`src/rtl/fifo_uart_tx.sv`:
```
// UART transmitter draining a show-ahead FIFO: one byte per frame, LSB first, 8N1.
// Define UART_TX_PARITY_EN to insert an even-parity bit (8E1).
module fifo_uart_tx #(
  parameter int CLKS_PER_BIT = 16
) (
  input  logic       clk,
  input  logic       rst,
  input  logic       en,
  input  logic       fifo_empty,
  input  logic [7:0] fifo_data,
  output logic       fifo_rd,
  output logic       tx,
  output logic       busy,
  output logic       tx_done
);

  typedef enum logic [2:0] {
    IDLE,
    START,
    DATA,
`ifdef UART_TX_PARITY_EN
    PARITY,
`endif
    STOP
  } state_t;

  localparam logic [15:0] LAST = 16'(CLKS_PER_BIT - 1);

  state_t      state, state_n;
  logic [15:0] cnt, cnt_n;
  logic [2:0]  bidx, bidx_n;
  logic [7:0]  shift, shift_n;
  logic        tx_n, done_n;
  logic        last;
`ifdef UART_TX_PARITY_EN
  logic        par, par_n;
`endif

  assign last    = (cnt == LAST);
  // Gated by rst so the pop strobe drops the instant reset asserts.
  assign fifo_rd = rst && (state == IDLE) && en && !fifo_empty;
  assign busy    = (state != IDLE);

  always_comb begin
    state_n = state;
    cnt_n   = cnt;
    bidx_n  = bidx;
    shift_n = shift;
    done_n  = 1'b0;
`ifdef UART_TX_PARITY_EN
    par_n   = par;
`endif
    case (state)
      IDLE: begin
        if (fifo_rd) begin
          shift_n = fifo_data;
          cnt_n   = '0;
          bidx_n  = '0;
          state_n = START;
`ifdef UART_TX_PARITY_EN
          par_n   = ^fifo_data;
`endif
        end
      end
      START: begin
        if (last) begin
          cnt_n   = '0;
          state_n = DATA;
        end else cnt_n = cnt + 16'd1;
      end
      DATA: begin
        if (last) begin
          cnt_n   = '0;
          shift_n = {1'b0, shift[7:1]};
          bidx_n  = bidx + 3'd1;
          if (bidx == 3'd7) begin
`ifdef UART_TX_PARITY_EN
            state_n = PARITY;
`else
            state_n = STOP;
`endif
          end
        end else cnt_n = cnt + 16'd1;
      end
`ifdef UART_TX_PARITY_EN
      PARITY: begin
        if (last) begin
          cnt_n   = '0;
          state_n = STOP;
        end else cnt_n = cnt + 16'd1;
      end
`endif
      STOP: begin
        if (last) begin
          cnt_n   = '0;
          state_n = IDLE;
          done_n  = 1'b1;
        end else cnt_n = cnt + 16'd1;
      end
      default: state_n = IDLE;
    endcase

    // tx is registered from the next state so the line never glitches.
    case (state_n)
      START:   tx_n = 1'b0;
      DATA:    tx_n = shift_n[0];
`ifdef UART_TX_PARITY_EN
      PARITY:  tx_n = par_n;
`endif
      default: tx_n = 1'b1;
    endcase
  end

  always_ff @(posedge clk or negedge rst) begin
    if (!rst) begin
      state   <= IDLE;
      cnt     <= '0;
      bidx    <= '0;
      shift   <= '0;
      tx      <= 1'b1;
      tx_done <= 1'b0;
`ifdef UART_TX_PARITY_EN
      par     <= 1'b0;
`endif
    end else begin
      state   <= state_n;
      cnt     <= cnt_n;
      bidx    <= bidx_n;
      shift   <= shift_n;
      tx      <= tx_n;
      tx_done <= done_n;
`ifdef UART_TX_PARITY_EN
      par     <= par_n;
`endif
    end
  end

endmodule

```
`config.mk`:
```
export PLATFORM = sky130hd
export DESIGN_NAME = fifo_uart_tx
export DESIGN_NICKNAME = d
export VERILOG_FILES = /design/src/rtl/fifo_uart_tx.sv
export SDC_FILE = /design/constraint.sdc
export NUM_CORES = 1
export LEC_CHECK = 0
export ABC_AREA = 1
export CORE_MARGIN = 3
export CORE_UTILIZATION = 51
export DETAILED_ROUTE_END_ITERATION = 6
export HOLD_SLACK_MARGIN = 0.06
export PLACE_DENSITY = 0.75
export SLEW_MARGIN = 20
export SYNTH_ARGS = -nofsm -noshare
export SYNTH_HDL_FRONTEND = slang
export SYNTH_SLANG_ARGS = --single-unit
```
`constraint.sdc`:
```
create_clock -name clk -period 1.5 [get_ports clk]
set_clock_uncertainty 0.15 [all_clocks]
set_input_delay 0.3 -clock clk [delete_from_list [all_inputs] [get_ports clk]]
set_output_delay 0.3 -clock clk [all_outputs]
set_load 0.005 [all_outputs]
```
==> Word level (Yosys, flattened, before mapping) <==
Index checks and enable logic that the tools add are counted.
{ "totals": {"wordCells": 47, "regBits": 32, "inputBits": 12} }
{ "op_classes": {"n_mux": 18, "n_addsub": 2, "n_eq_ne": 9, "reduce_logical": 11} }
{ "op_table": {"columns": ["op", "n"], "rows": [
  ["16-bit 2-to-1 mux", 2],
  ["16-bit one-hot mux with 2 select lines", 1],
  ["3-bit 2-to-1 mux", 7],
  ["16-bit by 1-bit adder with 16-bit output, second input constant", 1],
  ["16-bit by 4-bit equality test with 1-bit output, second input constant", 1],
  ["8-bit 2-to-1 mux", 2],
  ["8-bit one-hot mux with 2 select lines", 1],
  ["3-bit one-hot mux with 4 select lines", 1],
  ["3-bit by 2-bit equality test with 1-bit output, second input constant", 3],
  ["3-bit by 1-bit equality test with 1-bit output, second input constant", 2],
  ["3-bit one-hot mux with 2 select lines", 1],
  ["2-bit inequality test, second input constant", 2],
  ["2-bit nonzero test", 2],
  ["3-bit by 1-bit adder with 3-bit output, second input constant", 1],
  ["3-bit equality test, second input constant", 1],
  ["1-bit logical AND", 3],
  ["3-bit logical NOT", 1],
  ["3-bit AND reduction", 1],
  ["3-bit nonzero test", 1],
  ["3-bit OR reduction", 1],
  ["1-bit 2-to-1 mux", 2],
  ["1-bit one-hot mux with 2 select lines", 1],
  ["2-bit AND reduction", 1],
  ["1-bit logical NOT", 1]
]} }

==> Depth between registers and ports, before layout <==
{ "logic_depth": {"ltp_word": 8, "mapped_depth": 9, "depth_no_buf": 9} }

==> Least setup slack after synthesis <==
No wires, ideal clock.
{ "synth_timing": {"path_kind": "reg-to-reg", "from": "reg cnt[0]", "to": "reg shift[6]", "path_slack_ns": 0.006, "stages_incl_launch_ff": 9, "t_required_ns": 1.220, "arrival_time_ns": 1.214, "path_cell_list": "dfrtp_1 ha_1 nand3_2 nor2_2 nand3_1 nand2_2 inv_2 nand2_1 o211ai_1"} }
{ "synth_between": {"elab_chain_cells": 3} }
{ "synth_lines": {"columns": ["element", "line_no", "text"], "rows": [
  ["from (decl)", "30", "logic [15:0] cnt, cnt_n;"],
  ["from (signal assigned)", "127", "cnt <= cnt_n;"],
  ["16-bit by 4-bit equality test with 1-bit output", "39", "assign last = (cnt == LAST);"],
  ["2-bit inequality test (no line)", null, null],
  ["3-bit AND reduction (no line)", null, null],
  ["to (signal assigned)", "129", "shift <= shift_n;"],
  ["to (decl)", "32", "logic [7:0] shift, shift_n;"]
]} }
Every way passes these cells.
A chain may end at the register's enable or synchronous reset.

==> Final worst setup path <==
{ "layout_timing": {"from": "reg state[0]", "to": "reg cnt[15]"} }
{ "layout_between": {"elab_chain_cells": 6, "elab_cells_between_ends": 12, "cone_classes": "eq/ne: 4; mux: 1; reduce/logical: 7"} }
{ "layout_lines": {"columns": ["element", "line_no", "text"], "rows": [
  ["from (decl)", "29", "state_t state, state_n;"],
  ["from (signal assigned)", "126", "state <= state_n;"],
  ["3-bit logical NOT", "41, 53", null],
  ["1-bit logical AND (3 in series)", "41", "assign fifo_rd = rst && (state == IDLE) && en && !fifo_empty;"],
  ["2-bit inequality test (no line)", null, null],
  ["2-bit AND reduction (no line)", null, null]
]} }
Several ways; a longest one is shown, not always the timed one.

==> impl_results.md <==
* Crit path DAT at 1.84 ns
* Area Growth Syn to Fin at 54.03%
* Die width at 65.44 µm
* Syn Std Cell Area at 1802 µm²
* Number of CTS-inserted buffers at 5
* Failing checks: setup timing
* Synth Instances at 236
* Critical path type: reg2reg
* RR Endpoint: cnt[15]
* Cells along the critical path: nor2_2 -> nand2_2 -> inv_2 -> nand2_2 -> buf_4 -> buf_8 -> nand2_8 -> inv_8 -> buf_12 -> nand2_1 -> nand2_1
* Largest family of logic cells by synthesized area: simple AND/OR/NAND/NOR gates
* Hold crit path type: reg2reg
* Max-Cap Viols at 0
* Vias at 2030
* ANT cells at 0
* Gr usage total at 0.2735
* Worst setup EP type: flip-flop
* Clk_lat worst skew at 0.35 ns
* Routed WL at 5.742 mm
* Final hold viol count at 0
* Core Area at 3203 µm²
* Max Clk Rate at 568.6 MHz
* Worst VDD drop at 0.7330 mV
* Final Setup Violations at 33
* Status: finished, violations left
* Drt pass-1 iters at 5
* Mapped Avg Cell Area at 7.634 µm²
* Post-DRT Antenna Nets at 0
* CTS root buffer: clkbuf_4
* Syn_nets at 251
* Critical Path RT at 1.59 ns
* Post-synthesis cell type count at 30
* Synthesis warning total at 0
* Post-Synth Simple-Gate Area at 0.3542
* Worst Min Path Start: bidx[0]
* CTS Buffer Depth at 2
* Mux cell area share after synthesis at 0
* Slowest-stage cell, CP: dfrtp_1
* CP max stage delay at 0.41 ns
* Final worst setup slack at -0.2586 ns
* First-pass GRT wire length at 8.825 mm
* Pwr Density at 889.2 nW/µm²
* Fin crit share at 1.172
* Critical path fanouts, max at 8
* H-tree depth at 2
* Clock slew at reported path FFs at 0.11 ns
* Wire per inst at 15.77 µm
* Compound-Gate Fraction of Synth Area at 0.08125
* FF-to-FF path depth at 11
* Seq/Total Area, Yosys at 0.4451
* Post-Synth Adder-Cell Area at 0.02083
* Row Count at 20
* Initial antenna violation count at 0
* CTS tree: done
* Initial DRC count at 148
* CP Launch Type: flip-flop
* Commonest non-fill, non-tap cell in the layout: nand2_1
* Post-layout min period at 1.759 ns
* Final instance area at 2775 µm²
* Nets at 334
* Post-Synth XOR/XNOR Area at 0.01944
* Setup_tns at -4.982 ns
* RePlAce Congestion at 0.8805
* Slew Viols, Final at 0
* Die area at 4282 µm²
* Dpl cell area at 2311 µm²
* Most frequent cells in the layout: nand2_1 (54), buf_4 (49), dfrtp_1 (30), nand3_1 (28), inv_1 (26)
* Die height at 65.44 µm
* Reg2reg setup slack at -0.26 ns
* Critical path origin: state[0]
* Port bufs at 15
* Clock Sinks at 32
* DP HPWL at 3.248 mm
* Vias in the first global route at 1922
* RSZ-0062 raised after global routing: true
* Routed vias/inst at 5.577
* Static Leak at 1.370 nW
* IO Pins at 16
* Detailed-route DRC error count at 0
* CP endpoint: cnt[15]
* Pin count of the biggest net entering global routing at 33
* Seq cells post-synth at 32
* Reg2reg start: state[0]
* Ratio of cells with drive above 1 in the final layout at 0.3750
* Initial Util at 0.5625
* GRT overflow at 0
stage by stage:
step	instances	setup WS (ns)	util	total power [mW]	hold WS (ns)
2_1_floorplan	236	0.006119	-	1.334	-0.1456
3_3_place_gp	336	-0.7528	0.7215	1.579	0.3136
3_5_place_dp	336	-0.7627	0.7215	1.594	0.3197
4_1_cts	354	-0.2008	0.8215	2.356	0.06662
5_1_grt	364	-0.3468	0.8664	2.595	0.3508
6_report	364	-0.2586	0.8664	2.468	0.3457
kinds of logic (layout without fill, tap and decap cells):
| family | Yosys count | after routing |
|---|---|---|
| xor+xnor | 4 | 4 |
| buf+inv | 35 | 119 |
| other cells | 1 | 1 |
| fa+ha+maj | 3 | 3 |
| compound gates | 24 | 24 |
| flops | 32 | 32 |
| simple gates | 137 | 137 |
final cells by class:
| type | instances | area [µm²] |
|---|---|---|
| multi-input combinational | 169 | 1020 |
| clock buffer | 5 | 37.54 |
| timing repair buffer | 77 | 670.6 |
| clock inverter | 3 | 42.54 |
| sequential | 32 | 803.3 |
| tap | 44 | 55.05 |
| inverter | 34 | 146.4 |
| fill | 165 | 427.9 |
power breakdown:
group / internal, mW / switching (mW) / total, mW / leakage, nW
Sequential: 0.982 / 0.0925 / 1.07 / 0.421
Clock: 0.347 / 0.326 / 0.673 / 0.0412
Combinational: 0.325 / 0.395 / 0.720 / 0.908
Total: 1.65 / 0.814 / 2.47 / 1.37
cell usage after synthesis:
master / n / area share
ha_1: 3 / 0.021
dfstp_2: 1 / 0.015
nor2_2: 2 / 0.0069
o21bai_1: 1 / 0.0042
nand2_4: 1 / 0.0062
xor2_1: 4 / 0.019
o22ai_1: 2 / 0.0069
clkinv_1: 1 / 0.0021
nor3_1: 7 / 0.019
buf_6: 1 / 0.0062
nand3_2: 2 / 0.011
o21ai_1: 3 / 0.0083
nor4_1: 1 / 0.0035
nand3_1: 31 / 0.086
nand2_2: 5 / 0.017
nand2_1: 59 / 0.12
o21ai_0: 10 / 0.028
dfrtp_1: 31 / 0.43
or2_2: 1 / 0.0035
nor2_1: 21 / 0.044
nor2_4: 1 / 0.0062
a21o_1: 1 / 0.0042
nor3_2: 3 / 0.017
conb_1: 1 / 0.0021
nand4_1: 3 / 0.010
a21oi_2: 3 / 0.015
inv_1: 28 / 0.058
inv_2: 5 / 0.010
a21oi_1: 1 / 0.0028
o211ai_1: 3 / 0.012
critical path: cells and delay by family, from the launching register on:
family / cells / cell delay, ns
buffers and inverters: 5 / 0.51
and+or+nand+nor: 6 / 0.57
DFF: 1 / 0.41
per-layer routing:
layer  track usage  wire [µm]  up-vias
met5             0          0        -
met3       0.06496        406       29
met2        0.4526       2806      102
li1              -          -      934
met1        0.3403       2289      965
met4        0.1166        240        0
registers in the layout, indices dropped and copies added, names as in the netlist:
| register | flops |
|---|---|
| tx_done | 1 |
| cnt | 16 |
| bidx | 3 |
| shift | 8 |
| state | 3 |
| tx | 1 |
repair_timing:
item                                    in CTS  in global routing
endpoints found under the setup margin      32                 33
pin swaps                                   11                  6
setup buffers                               11                  9
hold buffers                                 0                  1
gates resized for setup                     59                 19
cloned                                       0                  0
endpoints found under the hold margin        0                 11
worst min-delay path by stage:
stage | to | slack (ns) | cells after the start
final | bidx[0] | 0.35 | 1
after global routing | shift[5] | 0.35 | 3
after CTS | cnt[8] | 0.07 | 2
after detailed placement | shift[5] | 0.32 | 2
after global placement | shift[5] | 0.31 | 2
after floorplan | bidx[0] | -0.15 | 0
(Power assumes the default switching activity.)
